[src/rtl/systolic_result_drainer_pkg.sv]
// Shared TPU definitions: drainer FSM encoding and counter sizing helper.
// Also used by the multiplier and MAC manager blocks.
package systolic_result_drainer_pkg;

    typedef enum logic [0:0] {
        ST_COLLECT = 1'b0,
        ST_FULL    = 1'b1
    } drainState_t;

    // Width of a counter that must hold every value from 0 up to and including depth.
    function automatic int cntWidth(input int depth);
        return (depth < 1) ? 1 : $clog2(depth + 1);
    endfunction

endpackage

[src/rtl/systolic_result_drainer_drain_lane.sv]
// One result row: counts accepted beats, stores them in column order and
// flags any beat that arrives when the row cannot take it.
module drain_lane
    import systolic_result_drainer_pkg::*;
#(
    parameter int N         = 2,
    parameter int ACC_WIDTH = 32
)
(
    input  logic                   clk,
    input  logic                   reset,
    input  logic                   i_flush,
    input  logic                   i_clear,
    input  logic                   i_collect,
    input  logic                   i_valid,
    input  logic [ACC_WIDTH-1:0]   i_data,
    output logic [N*ACC_WIDTH-1:0] o_row,
    output logic                   o_fullNext,
    output logic                   o_overflow
);

    localparam int             CNT_W     = cntWidth(N);
    localparam logic [CNT_W-1:0] CNT_MAX  = CNT_W'(N);
    localparam logic [CNT_W-1:0] CNT_LAST = CNT_W'(N - 1);

    logic [CNT_W-1:0]     r_cnt;
    logic [N*ACC_WIDTH-1:0] r_row;
    logic                 r_overflow;

    logic w_full;
    logic w_accept;
    logic w_last;

    assign w_full   = (r_cnt == CNT_MAX);
    assign w_last   = (r_cnt == CNT_LAST);
    assign w_accept = i_valid && i_collect && !w_full;

    // Lets the top move to FULL on the same edge that stores the final beat.
    assign o_fullNext = w_full || (w_accept && w_last);
    assign o_row      = r_row;
    assign o_overflow = r_overflow;

    always_ff @(posedge clk) begin
        if (!reset) begin
            r_cnt      <= '0;
            r_row      <= '0;
            r_overflow <= 1'b0;
        end else if (i_flush) begin
            r_cnt      <= '0;
            r_overflow <= 1'b0;
        end else begin
            if (i_clear) begin
                r_cnt <= '0;
            end else if (w_accept) begin
                r_cnt <= r_cnt + 1'b1;
            end

            if (i_valid && !w_accept) begin
                r_overflow <= 1'b1;
            end

            for (int k = 0; k < N; k++) begin
                if (w_accept && (r_cnt == CNT_W'(k))) begin
                    r_row[k*ACC_WIDTH +: ACC_WIDTH] <= i_data;
                end
            end
        end
    end

endmodule

[src/rtl/systolic_result_drainer.sv]
// Collects skewed per-row drain beats from an N x N systolic array and
// presents the complete row-major result matrix behind a valid/ready handshake.
module systolic_result_drainer
    import systolic_result_drainer_pkg::*;
#(
    parameter int N         = 2,
    parameter int ACC_WIDTH = 32
)
(
    input  logic                     clk,
    input  logic                     reset,
    input  logic                     flush,
    input  logic [N-1:0]             lane_valid,
    input  logic [N*ACC_WIDTH-1:0]   lane_data,
    output logic                     c_valid,
    input  logic                     c_ready,
    output logic [N*N*ACC_WIDTH-1:0] c_matrix,
    output logic                     overflow
);

    drainState_t r_state;
    drainState_t w_stateNext;

    logic [N-1:0] w_fullNext;
    logic [N-1:0] w_laneOverflow;
    logic         w_allFullNext;
    logic         w_collect;
    logic         w_handshake;

    assign w_collect     = (r_state == ST_COLLECT);
    assign w_handshake   = (r_state == ST_FULL) && c_ready;
    assign w_allFullNext = &w_fullNext;

    // Row i of the matrix is exactly the contiguous row register of lane i.
    for (genvar i = 0; i < N; i++) begin : g_lane
        drain_lane #(
            .N         (N),
            .ACC_WIDTH (ACC_WIDTH)
        ) u_lane (
            .clk        (clk),
            .reset      (reset),
            .i_flush    (flush),
            .i_clear    (w_handshake),
            .i_collect  (w_collect),
            .i_valid    (lane_valid[i]),
            .i_data     (lane_data[ACC_WIDTH*i +: ACC_WIDTH]),
            .o_row      (c_matrix[ACC_WIDTH*N*i +: ACC_WIDTH*N]),
            .o_fullNext (w_fullNext[i]),
            .o_overflow (w_laneOverflow[i])
        );
    end

    always_ff @(posedge clk) begin
        if (!reset) begin
            r_state <= ST_COLLECT;
        end else begin
            r_state <= w_stateNext;
        end
    end

    always_comb begin
        w_stateNext = r_state;
        case (r_state)
            ST_COLLECT: if (w_allFullNext) w_stateNext = ST_FULL;
            ST_FULL:    if (c_ready)       w_stateNext = ST_COLLECT;
            default:                       w_stateNext = ST_COLLECT;
        endcase
        if (flush) begin
            w_stateNext = ST_COLLECT;
        end
    end

    assign c_valid  = (r_state == ST_FULL);
    assign overflow = |w_laneOverflow;

endmodule

[config.mk]
export PLATFORM = sky130hd
export DESIGN_NAME = systolic_result_drainer
export DESIGN_NICKNAME = d
export VERILOG_FILES = /design/src/rtl/systolic_result_drainer_pkg.sv /design/src/rtl/systolic_result_drainer_drain_lane.sv /design/src/rtl/systolic_result_drainer.sv
export SDC_FILE = /design/constraint.sdc
export NUM_CORES = 1
export LEC_CHECK = 0
export BUFFER_PORTS_ARGS = -buffer_cell sky130_fd_sc_hd__buf_2
export CORE_ASPECT_RATIO = 0.6
export CORE_MARGIN = 3
export CORE_UTILIZATION = 44
export DETAILED_ROUTE_END_ITERATION = 10
export PLACE_DENSITY_LB_ADDON = 0.1
export RECOVER_POWER = 100
export SLEW_MARGIN = 20
export SYNTH_ARGS = -nofsm -noshare
export SYNTH_HDL_FRONTEND = slang
export SYNTH_HIERARCHICAL = 1
export SYNTH_SLANG_ARGS = --single-unit
[constraint.sdc]
create_clock -name clk -period 1.36 [get_ports clk]
set_input_delay 0.408 -clock clk [delete_from_list [all_inputs] [get_ports clk]]
set_output_delay 0.408 -clock clk [all_outputs]
set_load 0.01 [all_outputs]
======== After elaboration in Yosys (flattened, before gate mapping) ========
Index checks and enable logic that the tools add are counted.
operators by class
  add/sub/neg operators ................... 2
  eq/ne operators ......................... 4
  muxes and demuxes ....................... 3
  bitwise operators ....................... 3
  reduce and logical (&&, ||, !) cells .... 27
operator list
  kind                 count
  $logic_and 1x1->1    11
  $reduce_and 2->1     5
  $add 2x1->2 const B  2
  $eq 2x1->1 const B   2
  $eq 2x2->1 const B   2
  $logic_not 1->1      4
  $logic_not 2->1      2
  $reduce_or 2->1      2
  $not 1->1            3
  $reduce_or 3->1      1
  $logic_or 1x1->1     2
  $mux 1               2
  $pmux 1 s2           1
storage, ports and cells
  register bits ........................... 135
  bits of input ports ..................... 70
  logic and storage cells ................. 48

======== Depth between registers and ports, before layout ========
Gate-level depths: netlist (run 1).
  word-level depth ........................ 8
  mapped depth ............................ 6

======== Cells and area by module ========
Netlist (run 1), hierarchy kept.
modules (own cells, without submodules)
  module                   times used  cells each  area each (µm²)
  drain_lane               2           262         2623.8
  systolic_result_drainer  1           8           62.6

======== Worst setup path after synthesis (run 1) ========
No wires, ideal clock.
  path type ............................... register -> register
  from .................................... register g_lane[0].u_lane.r_cnt[0]
  to ...................................... register g_lane[0].u_lane.r_row[33]
  library setup time ...................... 0.119 ns
  arrival ................................. 1.308 ns
  required time ........................... 1.241 ns
  slack ................................... -0.067 ns
  stages on the path, launching flop included .. 7
  period minus slack after synthesis ...... 1.427 ns
  cells stage by stage .................... dfxtp_1 -> inv_1 -> ha_1 -> and4bb_2 -> nand2_4 -> buf_8 -> mux2i_1
on the way
  cells in the longest elaborated chain, start to end .. 5
  elaborated cells on any way between the ends .. 6
  those cells by class .................... eq/ne: 2; reduce/logical: 4
ends and longest elaborated chain
  item                            RTL line                                  source
  start: declaration              systolic_result_drainer_drain_lane.sv:26  logic [CNT_W-1:0] r_cnt;
  start signal: assignment        systolic_result_drainer_drain_lane.sv:55  r_cnt <= r_cnt + 1'b1;
  $eq 2x2->1                      systolic_result_drainer_drain_lane.sv:34  assign w_full = (r_cnt == CNT_MAX);
  $logic_not 1->1                 systolic_result_drainer_drain_lane.sv:36  assign w_accept = i_valid && i_collect && !w_full;
  $logic_and 1x1->1               systolic_result_drainer_drain_lane.sv:36
  $logic_and 1x1->1 (*)           systolic_result_drainer_drain_lane.sv:63  if (w_accept && (r_cnt == CNT_W'(k))) begin
  $reduce_and 2->1 (no line) (*)  -
  end signal: indexed assignment  systolic_result_drainer_drain_lane.sv:64  r_row[k*ACC_WIDTH +: ACC_WIDTH] <= i_data;
  end: declaration                systolic_result_drainer_drain_lane.sv:27  logic [N*ACC_WIDTH-1:0] r_row;
Mark *: on every way between the ends. The rest lies on a longest branch, timed or not.
A chain may end at the register's enable or synchronous reset.

======== Worst setup path after layout (run 1) ========
  from .................................... register g_lane[1].u_lane.r_cnt[0]
  to ...................................... register g_lane[1].u_lane.r_row[30]
on the way
  cells in the longest elaborated chain, start to end .. 5
  elaborated cells on any way between the ends .. 6
  those cells by class .................... eq/ne: 1; reduce/logical: 5
ends and longest elaborated chain
  item                            RTL line
  start: declaration              systolic_result_drainer_drain_lane.sv:26
  start signal: assignment        systolic_result_drainer_drain_lane.sv:55
  $eq 2x2->1                      systolic_result_drainer_drain_lane.sv:34
  $logic_not 1->1                 systolic_result_drainer_drain_lane.sv:36
  $logic_and 1x1->1               systolic_result_drainer_drain_lane.sv:36
  $logic_and 1x1->1 (*)           systolic_result_drainer_drain_lane.sv:63
  $reduce_and 2->1 (no line) (*)  -
  end signal: indexed assignment  systolic_result_drainer_drain_lane.sv:64
  end: declaration                systolic_result_drainer_drain_lane.sv:27
Marks and branches as above.

==> impl_metrics.ini, run 1 <==
[cells_and_area]
post_layout_nonfiller_instances = 922
n_antenna_cell = 0
drive_gt1_share_pct = 27.4
fin_nets = 827
area_delta_synth_final_pct = 39.1

[global_routing]
grt_antenna_before_repair = 0
grt_first_pass_wirelength_um = 21000
gr-usage-all-layers_pct = 19.0
grt_overflow = 0
grt_max_degree = 70
grt_pass1_vias = 4331

[clocking]
cts_buffers = 17
clock_latency_ns = 0.40
cts_tree = built
cts_sinks = 135
clockBufferDepth = 2
clkTransAtPathRegs_ns = 0.06
htreeDepth = 4
cts_root_buffer = clkbuf_16

[sta]
finalWorstSetupSlack_ns = -0.120
finalMaxSlewViolations = 0
relSlewSlack_pct = 82.0
rsz0062_at_grt = yes
setup_viol = 129
fmaxAchievable_mhz = 676
min_period_over_period_pct = 109
fin_skew_ns = 0.0100
hold_ws_ns = 0.276
fin_crit_ns = 1.48
finalHoldViolations = 0
worstMarginPinSlew_ns = 0.270

[route]
vias = 4355
viasPerCell = 4.72
wirelength_um = 14300
wire_per_inst_um = 15.5
drt_first_pass_iters = 4
drtAntennaViolNets = 0
drt_iter0_drc = 179
drc_errors = 0

[logic_synthesis]
synth_seq_area_share_pct = 50.9
netlist-cell-type-count = 22
synth.top_cells.by_count = nand2_1, dfxtp_1, mux2i_1, clkbuf_1, buf_6
syn_nets = 608
yosysMostFrequentCell = nand2_1
synth_edf_count = 0
ys_seq_elements = 135
avgSynthCellArea_um2 = 9.98
async_flop_share_pct = 0
netlist_instances = 532
synth_area_leader_cell = dfxtp_1
yosys.area.top_type_share_pct = 50.9
yosysWarnings = 6
ys_top_cells_by_area = dfxtp_1, mux2i_1, nand2_1, buf_6, buf_8
synth-main-ff-cell = dfxtp_1
syn_area_um2 = 5310

[setup_path]
path_max_fanout = 6
critical_path_arrival_ns = 1.79
crit_type = reg2reg
cp.required_ns = 1.67
worst_setup_path_end_kind = flop
cp-start-kind = flop

[floorplan]
die_x_um = 148
initial_utilization_pct = 46.1
ioPinCount = 200
fp.dieArea_um2 = 13500
core_area_um2 = 11500
dieHeight_um = 91.1
rows = 30

[placement]
routabilityCongestion = 0.786
numPortBuffers = 199
dp_hpwl_um = 9240
dp.cells = 878

[power_and_ir_drop]
power_density_nw_per_um2 = 1290
leakage_nw = 3.80
irDropWorstVdd_mv = 1.02

[outcome]
outcome = complete, but fails checks
violations = negative setup slack

[worst_hold_path]
min_path_type = in2reg

[run]
maxCapViolations = 0
[through the flow]
stage | power, mW | setup WS (ns) | instance area (um2) | util (%) | setup TNS [ns]
2_1_floorplan | 4.74 | 0.0109 | 5340 | - | 0
3_3_place_gp | 5.06 | -0.0337 | 6550 | 56.8 | -3.20
3_5_place_dp | 5.09 | -0.0748 | 6550 | 56.8 | -5.28
4_1_cts | 9.54 | -0.123 | 7260 | 63.0 | -6.46
5_1_grt | 9.88 | -0.151 | 7390 | 64.1 | -13.96
6_report | 9.53 | -0.120 | 7390 | 64.1 | -9.18
[per-layer routing]
| layer | GRT usage (%) | wire [um] | part of all wire, % | vias up |
|---|---|---|---|---|
| met1 | 24.0 | 6720 | 47 | 2023 |
| met2 | 31.1 | 6340 | 44 | 131 |
| met4 | 4.69 | 125 | 0.88 | 0 |
| met5 | 0 | 0 | 0 | - |
| met3 | 7.13 | 1070 | 7.5 | 12 |
| li1 | - | - | - | 2189 |
[critical path, cell delays in order, from the launching register on]
cell      delay (ns)
dfxtp_2         0.34
inv_2           0.05
ha_4            0.16
and4bb_4        0.38
nand2_8         0.11
buf_12          0.17
mux2i_2         0.19
[path summary, 6_finish.rpt]
path                                    from                    endpoint  slack, ns  depth (start not counted)
setup / recovery   g_lane[1].u_lane/r_cnt[0]  g_lane[1].u_lane/o_row[30]      -0.12                          6
hold / removal                 lane_data[50]  g_lane[1].u_lane/o_row[18]       0.28                          3
setup reg to reg   g_lane[1].u_lane/r_cnt[0]  g_lane[1].u_lane/o_row[30]      -0.12                          6
hold reg to reg   g_lane[1].u_lane/o_row[62]  g_lane[1].u_lane/o_row[62]       0.46                          2
[where the power goes]
group | internal (mW) | switching (mW)
Combinational | 0.436 | 0.500
Sequential | 4.09 | 0.0762
Clock | 2.73 | 1.69
Total | 7.26 | 2.27
[state kept, by name (all words and copies together) (netlist names)]
name                      count
c_valid                       1
g_lane.u_lane/o_row         128
g_lane.u_lane/o_overflow      2
g_lane.u_lane/r_cnt           4
[layout by cell type (no fill, tap or decap), drive strengths merged]
master	netlist	layout
nor3b	2	2
clkinvlp	0	2
or3b	2	2
or2	1	1
nor2	4	4
ha	6	6
clkinv	0	7
a31o	2	2
bufinv	0	2
mux2i	130	130
inv	5	6
xnor2	2	2
buf	16	100
and2	1	1
nand3b	3	3
or2b	2	2
nand2b	2	2
clkbuf	18	152
a21oi	3	3
nand2	196	196
dfxtp	135	135
and4bb	2	2
[what timing repair did]
item	CTS	global route
hold buffers	0	0
endpoints found under the hold margin	0	0
resized for setup	17	10
pin swaps	4	4
endpoints found under the setup margin	130	131
buffers inserted	3	1
cloned	2	8
[kinds of logic after synthesis]
family          Yosys count  share of synthesized area [%]
simple gates            215                           17.0
compound gates            5                          0.613
flops                   135                           50.9
mux                     130                           24.5
fa+ha+maj                 6                           1.41
buf+inv                  39                           5.21
xor+xnor                  2                          0.330
[area by class of cell]
cell class                 instances  area (um2)
inverter                           5        18.8
multi-input combinational        358        2420
sequential                       135        2710
clock inverter                    12         130
tap                              160         200
timing repair buffer             234        1470
clock buffer                      18         439
fill                            1027        4140
Power figures use the tool's default switching activity.
==> run 2, diff against run 1 <==
--- a/config.mk
+++ b/config.mk
@@ -5,10 +5,11 @@
 export SDC_FILE = /design/constraint.sdc
 export NUM_CORES = 1
 export LEC_CHECK = 0
+export ABC_AREA = 1
 export BUFFER_PORTS_ARGS = -buffer_cell sky130_fd_sc_hd__buf_2
 export CORE_ASPECT_RATIO = 0.6
 export CORE_MARGIN = 3
-export CORE_UTILIZATION = 44
+export CORE_UTILIZATION = 45
 export DETAILED_ROUTE_END_ITERATION = 10
 export PLACE_DENSITY_LB_ADDON = 0.1
 export RECOVER_POWER = 100
==> impl_metrics.ini, run 2 <==
[route]
vias = 6317
drt_first_pass_iters = 5
drc_errors = 0
wirelength_um = 21200
wire_per_inst_um = 17.8
drtAntennaViolNets = 0
drt_iter0_drc = 456
viasPerCell = 5.31

[cells_and_area]
final_cell_mix = nor2_1, dfxtp_1, buf_2
post_layout_nonfiller_instances = 1189
n_antenna_cell = 0
area_delta_synth_final_pct = 60.4
final_cell_area_um2 = 9060
drive_gt1_share_pct = 39.3
fin_nets = 1087
largest_reg_flops = 128
fillers = 900
final_common_cell = nor2_1

[setup_path]
path_max_fanout = 6
ff2ff_path_depth = 9
crit_type = reg2reg
cp.required_ns = 1.65
r2r-end = g_lane[0].u_lane/o_row[9]
critical_path_arrival_ns = 1.82
startpoint = g_lane[0].u_lane/r_cnt[0]
worst_setup_path_end_kind = flop
r2r_slack_ns = -0.16
cp-start-kind = flop
regToRegStartpoint = g_lane[0].u_lane/r_cnt[0]

[logic_synthesis]
synth.top_cells.by_count = nor2_1, dfxtp_1, nand2_1, inv_1, a21oi_1
synth_area_leader_cell = dfxtp_1
netlist-cell-type-count = 20
synth-main-ff-cell = dfxtp_1
avgSynthCellArea_um2 = 7.37
synth_edf_count = 0
ys_seq_elements = 135
yosysMostFrequentCell = nor2_1
netlist_instances = 767
yosysWarnings = 6
async_flop_share_pct = 0
syn_nets = 843
synth_seq_area_share_pct = 47.8
ys_top_cells_by_area = dfxtp_1, nor2_1, nand4_1, a21oi_1, nand2_1
syn_area_um2 = 5650
yosys.area.top_type_share_pct = 47.8

[global_routing]
grt_overflow = 0
grt_antenna_before_repair = 0
grt_pass1_vias = 6000
grt_first_pass_wirelength_um = 31400
gr-usage-all-layers_pct = 28.7
grt_max_degree = 81

[floorplan]
die_x_um = 151
rows = 31
fp.dieArea_um2 = 14000
ioPinCount = 200
core_area_um2 = 12200
initial_utilization_pct = 46.4
dieHeight_um = 92.8

[placement]
routabilityCongestion = 0.850
dp.cells = 1109
dp_hpwl_um = 11500
postPlaceCellArea_um2 = 7010
numPortBuffers = 199

[clocking]
clkTransAtPathRegs_ns = 0.06
cts_root_buffer = clkbuf_16
cts_tree = built
clock_latency_ns = 0.41
cts_sinks = 135
htreeDepth = 4
holdBufCountCts = 0
clockBufferDepth = 2
cts_buffers = 17

[outcome]
violations = negative setup slack
outcome = complete, but fails checks

[sta]
rsz0062_at_grt = yes
finalHoldViolations = 0
setup_viol = 127
fmaxAchievable_mhz = 657
worstMarginPinSlew_ns = 0.385
min_period_over_period_pct = 112
relSlewSlack_pct = 74.3
fin_skew_ns = 0.00967
fin_crit_ns = 1.52
finalWorstSetupSlack_ns = -0.163
finalMaxSlewViolations = 0

[power_and_ir_drop]
power_density_nw_per_um2 = 1210
irDropWorstVdd_mv = 0.936
leakage_nw = 4.18

[worst_hold_path]
min_path_type = in2reg
min_to = g_lane[0].u_lane/o_row[28]
min_from = lane_data[28]
hold_depth = 3

[run]
maxCapViolations = 0
run 2: changes by cell type in the layout (fill, tap and decap cells not counted), moves of 24 or more:
cell and change:
nor2_1 +176, mux2i_1 -129, clkbuf_2 +30, nand4_1 +64, clkbuf_1 -41, a21oi_1 +42
o21ai_2 +35, o21ai_1 +28, a21oi_2 +24, inv_1 +63, nand2_1 -115
run 2: metal layers:
metal	vias to the layer above	share of wire, %	global-route usage [%]	wire, um
met5	-	0	0	0
met2	319	45	44.3	9520
met4	0	2.0	10.4	413
met3	41	8.9	6.85	1880
met1	2983	44	39.2	9360
li1	2974	-	-	-
run 2: worst max-delay path by stage:
stage / endpoint / slack, ns / depth (start not counted)
after floorplan: g_lane[0].u_lane/o_row[0] / 0.06 / 7
after global placement: g_lane[0].u_lane/o_row[15] / -0.05 / 7
after detailed placement: g_lane[0].u_lane/o_row[31] / -0.10 / 7
after CTS: overflow / -0.13 / 2
after global routing: g_lane[0].u_lane/o_row[26] / -0.22 / 9
final: g_lane[0].u_lane/o_row[9] / -0.16 / 9
run 2: final cells by class:
type / count / area (um2) / share of cell area [%]
well taps: 165 / 206 / 2.28
clock buffers: 17 / 425 / 4.69
clock inverters: 15 / 203 / 2.24
flip-flops and latches: 135 / 2730 / 30.1
inverters: 79 / 317 / 3.49
repair buffers: 285 / 2450 / 27.0
multi-input cells: 493 / 2740 / 30.2
run 2: cell families (layout without fill, tap and decap cells):
family | after synthesis | count (layout) | synth area share [%]
simple gates | 352 | 352 | 27.3
flops | 135 | 135 | 47.8
compound gates | 135 | 135 | 12.0
fa+ha+maj | 6 | 6 | 1.33
buf+inv | 139 | 396 | 11.6
run 2: through the flow:
step | util [%] | hold slack (ns) | total power [mW] | setup TNS (ns) | setup WS, ns
after detailed placement | 57.5 | 0.451 | 5.61 | -4.35 | -0.104
after global routing | 74.4 | 0.254 | 11.4 | -19.24 | -0.217
after CTS | 72.3 | 0.233 | 10.9 | -4.25 | -0.128
after floorplan | - | 0.429 | 5.04 | 0 | 0.0625
after global placement | 57.5 | 0.447 | 5.58 | -1.07 | -0.0460
final | 74.4 | 0.250 | 11.0 | -11.15 | -0.163
run 2: power breakdown:
group / leakage (nW) / switching, mW / total, mW / internal, mW
logic: 2.77 / 1.00 / 1.85 / 0.852
registers: 1.11 / 0.123 / 4.27 / 4.14
clock network: 0.304 / 1.80 / 4.88 / 3.08
total: 4.18 / 2.93 / 11.0 / 8.08
run 2: critical path, cell delays in order, from the launching register on:
cell and delay (ns):
dfxtp_2 0.33, inv_2 0.05, ha_4 0.16, buf_6 0.11, nor2_4 0.17, buf_12 0.15
nand2_8 0.09, buf_8 0.15, o21ai_1 0.13, nor2_1 0.05
run 2: what timing repair did:
item	CTS	global route
gates cloned	18	9
setup buffers	25	1
endpoints found under the hold margin	0	0
gates resized for setup	140	59
endpoints found under the setup margin	128	143
pin swaps	48	41
==> run 3, diff against run 2 <==
--- a/config.mk
+++ b/config.mk
@@ -9,10 +9,11 @@
 export BUFFER_PORTS_ARGS = -buffer_cell sky130_fd_sc_hd__buf_2
 export CORE_ASPECT_RATIO = 0.6
 export CORE_MARGIN = 3
-export CORE_UTILIZATION = 45
+export CORE_UTILIZATION = 50
 export DETAILED_ROUTE_END_ITERATION = 10
 export PLACE_DENSITY_LB_ADDON = 0.1
 export RECOVER_POWER = 100
+export SETUP_SLACK_MARGIN = 0.3
 export SLEW_MARGIN = 20
 export SYNTH_ARGS = -nofsm -noshare
 export SYNTH_HDL_FRONTEND = slang
==> constraint.sdc (replaced) <==
create_clock -name clk -period 1.6 [get_ports clk]
set_input_delay 0.48 -clock clk [delete_from_list [all_inputs] [get_ports clk]]
set_output_delay 0.48 -clock clk [all_outputs]
set_load 0.01 [all_outputs]
==> impl_metrics.ini, run 3 <==
[outcome]
outcome = did not finish
haltStage = clock tree synthesis (4_1_cts)
firstError = [ERROR DPL-0033] detailed placement checks failed during check placement.

[logic_synthesis]
netlist-cell-type-count = 20
synth-main-ff-cell = dfxtp_1
ys_seq_elements = 135
yosys.area.top_type_share_pct = 47.8
async_flop_share_pct = 0
yosysWarnings = 6
netlist_instances = 767
ys_top_cells_by_area = dfxtp_1, nor2_1, nand4_1, a21oi_1, nand2_1
synth_area_leader_cell = dfxtp_1
yosysMostFrequentCell = nor2_1
synth.top_cells.by_count = nor2_1, dfxtp_1, nand2_1, inv_1, a21oi_1
synth_seq_area_share_pct = 47.8
avgSynthCellArea_um2 = 7.37
synth_edf_count = 0
syn_area_um2 = 5650
syn_nets = 843

[floorplan]
rows = 29
initial_utilization_pct = 52.4
ioPinCount = 200
die_x_um = 143
dieHeight_um = 88.3

[placement]
routabilityCongestion = 0.863
dp_hpwl_um = 11200
numPortBuffers = 199

[clocking]
clockBufferDepth = 2
cts_resized = 441
post-cts-setup-buffers = 102
cts_buffers = 17
htreeDepth = 4
cts_sinks = 135
holdBufCountCts = 0
cts_root_buffer = clkbuf_16
[run 3: cell counts after synthesis]
Identical to the previous run, type by type.
[run 3: cells by family after synthesis]
group                      share of synthesized area [%]
AOI/OAI and AO/OA                                   12.0
DFF                                                 47.8
and+or+nand+nor                                     27.3
buffers and inverters                               11.6
adders and majority gates                           1.33
[run 3: metrics by stage]
stage / cells / worst slack (ns) / instance area [um2] / hold slack, ns
2_1_floorplan: 767 / 0.302 / 5650 / 0.429
3_3_place_gp: 1066 / 0.127 / 6750 / 0.453
3_5_place_dp: 1066 / 0.0212 / 6750 / 0.464
==> run 4, diff against run 3 <==
--- a/config.mk
+++ b/config.mk
@@ -7,13 +7,11 @@
 export LEC_CHECK = 0
 export ABC_AREA = 1
 export BUFFER_PORTS_ARGS = -buffer_cell sky130_fd_sc_hd__buf_2
-export CORE_ASPECT_RATIO = 0.6
 export CORE_MARGIN = 3
-export CORE_UTILIZATION = 50
+export CORE_UTILIZATION = 35
 export DETAILED_ROUTE_END_ITERATION = 10
-export PLACE_DENSITY_LB_ADDON = 0.1
+export PLACE_DENSITY_LB_ADDON = 0.15
 export RECOVER_POWER = 100
-export SETUP_SLACK_MARGIN = 0.3
 export SLEW_MARGIN = 20
 export SYNTH_ARGS = -nofsm -noshare
 export SYNTH_HDL_FRONTEND = slang
==> impl_metrics.ini, run 4 (synthesized netlist as in run 2, its figures left out) <==
[setup_path]
r2r_slack_ns = 0.10
critical_path_arrival_ns = 1.08
startpoint = g_lane[1].u_lane/o_overflow
path_max_fanout = 2
worst_setup_path_end_kind = primary output
crit_type = reg2out
cp-start-kind = flop
cp-endpoint = overflow
crit_slowest_cell = dfxtp_1
r2r-end = g_lane[1].u_lane/o_row[10]
ff2ff_path_depth = 7
crit_chain = or2_1 -> buf_6
cp.required_ns = 1.12
slowest_delay_ns = 0.31
regToRegStartpoint = g_lane[1].u_lane/r_cnt[0]

[floorplan]
initial_utilization_pct = 36.5
rows = 45
fp.dieArea_um2 = 17700
core_area_um2 = 15500
dieHeight_um = 133
ioPinCount = 200
die_x_um = 133

[route]
wire_per_inst_um = 13.9
viasPerCell = 4.70
drc_errors = 0
drt_iter0_drc = 314
wirelength_um = 16400
vias = 5527
drtAntennaViolNets = 0
drt_first_pass_iters = 5

[sta]
fin_crit_ns = 1.56
finalHoldViolations = 0
fmaxAchievable_mhz = 640
fin_skew_ns = 0.00793
min_period_over_period_pct = 97.6
worstMarginPinSlew_ns = 0.296
finalMaxSlewViolations = 0
fin_tns_setup_ns = 0
rsz0062_at_grt = yes
setup_viol = 0
relSlewSlack_pct = 80.3
hold_ws_ns = 0.312

[clocking]
clock_latency_ns = 0.42
cts_buffers = 17
cts_root_buffer = clkbuf_16
cts_sinks = 135
clkTransAtPathRegs_ns = 0.06
cts_tree = built
holdBufCountCts = 0
htreeDepth = 4
clockBufferDepth = 2

[cells_and_area]
area_delta_synth_final_pct = 29.9
fin_nets = 1029
fillers = 1695
n_antenna_cell = 0
post_layout_nonfiller_instances = 1176
drive_gt1_share_pct = 14.7
ff_latch_area_um2 = 2700
final_common_cell = nor2_1
final_cell_area_um2 = 7340
largest_reg_flops = 128
final_cell_mix = nor2_1, dfxtp_1, clkbuf_1
multi_input_area_um2 = 2290

[global_routing]
grt_max_degree = 57
grt_overflow = 0
grt_pass1_vias = 5166
grt_antenna_before_repair = 2
gr-usage-all-layers_pct = 18.1
grt_first_pass_wirelength_um = 25900

[placement]
dp_hpwl_um = 11200
dp.cells = 1142
routabilityCongestion = 0.763
postPlaceCellArea_um2 = 6880
numPortBuffers = 199

[power_and_ir_drop]
power_mw = 8.64
irDropWorstVdd_mv = 0.729
leakage_nw = 3.22
power_density_nw_per_um2 = 1180

[outcome]
outcome = completed

[worst_hold_path]
min_path_type = in2reg

[run]
maxCapViolations = 0
## run 4: layout make-up
type / instances / area share, %
Clock inverter: 11 / 2.03
Sequential cell: 135 / 36.8
Tap cell: 211 / 3.60
Clock buffer: 20 / 6.36
Inverter: 79 / 4.04
Multi-Input combinational cell: 493 / 31.2
Timing Repair Buffer: 227 / 16.0
## run 4: how the worst min path moves through the flow
stage / from / end / cells after the start
2_1_floorplan: g_lane[1].u_lane/o_overflow / g_lane[1].u_lane/o_overflow / 2
3_5_place_dp: g_lane[1].u_lane/o_overflow / g_lane[1].u_lane/o_overflow / 2
5_1_grt: lane_data[17] / g_lane[0].u_lane/o_row[17] / 3
3_3_place_gp: g_lane[0].u_lane/o_row[10] / g_lane[0].u_lane/o_row[10] / 2
4_1_cts: lane_data[16] / g_lane[0].u_lane/o_row[16] / 3
6_report: lane_data[17] / g_lane[0].u_lane/o_row[17] / 3
## run 4: per-stage QoR
step	utilization, %	setup WS [ns]
after global routing	47.4	-0.0116
after CTS	48.4	0.00720
after floorplan	-	0.302
after detailed placement	44.4	0.0621
final	47.4	0.0382
after global placement	44.4	0.0835
## run 4: power breakdown
part	total, mW	internal (mW)	switching, mW
Sequential	3.61	3.52	0.0842
Clock	4.05	2.57	1.48
Combinational	0.991	0.374	0.616
Total	8.64	6.46	2.18
## run 4: repair_timing
item	4_1_cts	5_1_grt
endpoints found under the setup margin	0	25
gates resized for setup	0	3
buffers inserted	0	3
## run 4: routing by layer
layer / share of wire (%) / global-route usage [%]
met5: 0.14 / 0
met4: 1.7 / 6.70
met3: 7.5 / 6.81
met2: 46 / 28.2
met1: 45 / 22.9
## run 4: worst max-delay path, delay by kind of cell (launching register included)
kind | cells | cell delay, ns
DFF | 1 | 0.31
buffers and inverters | 1 | 0.13
and+or+nand+nor | 1 | 0.23
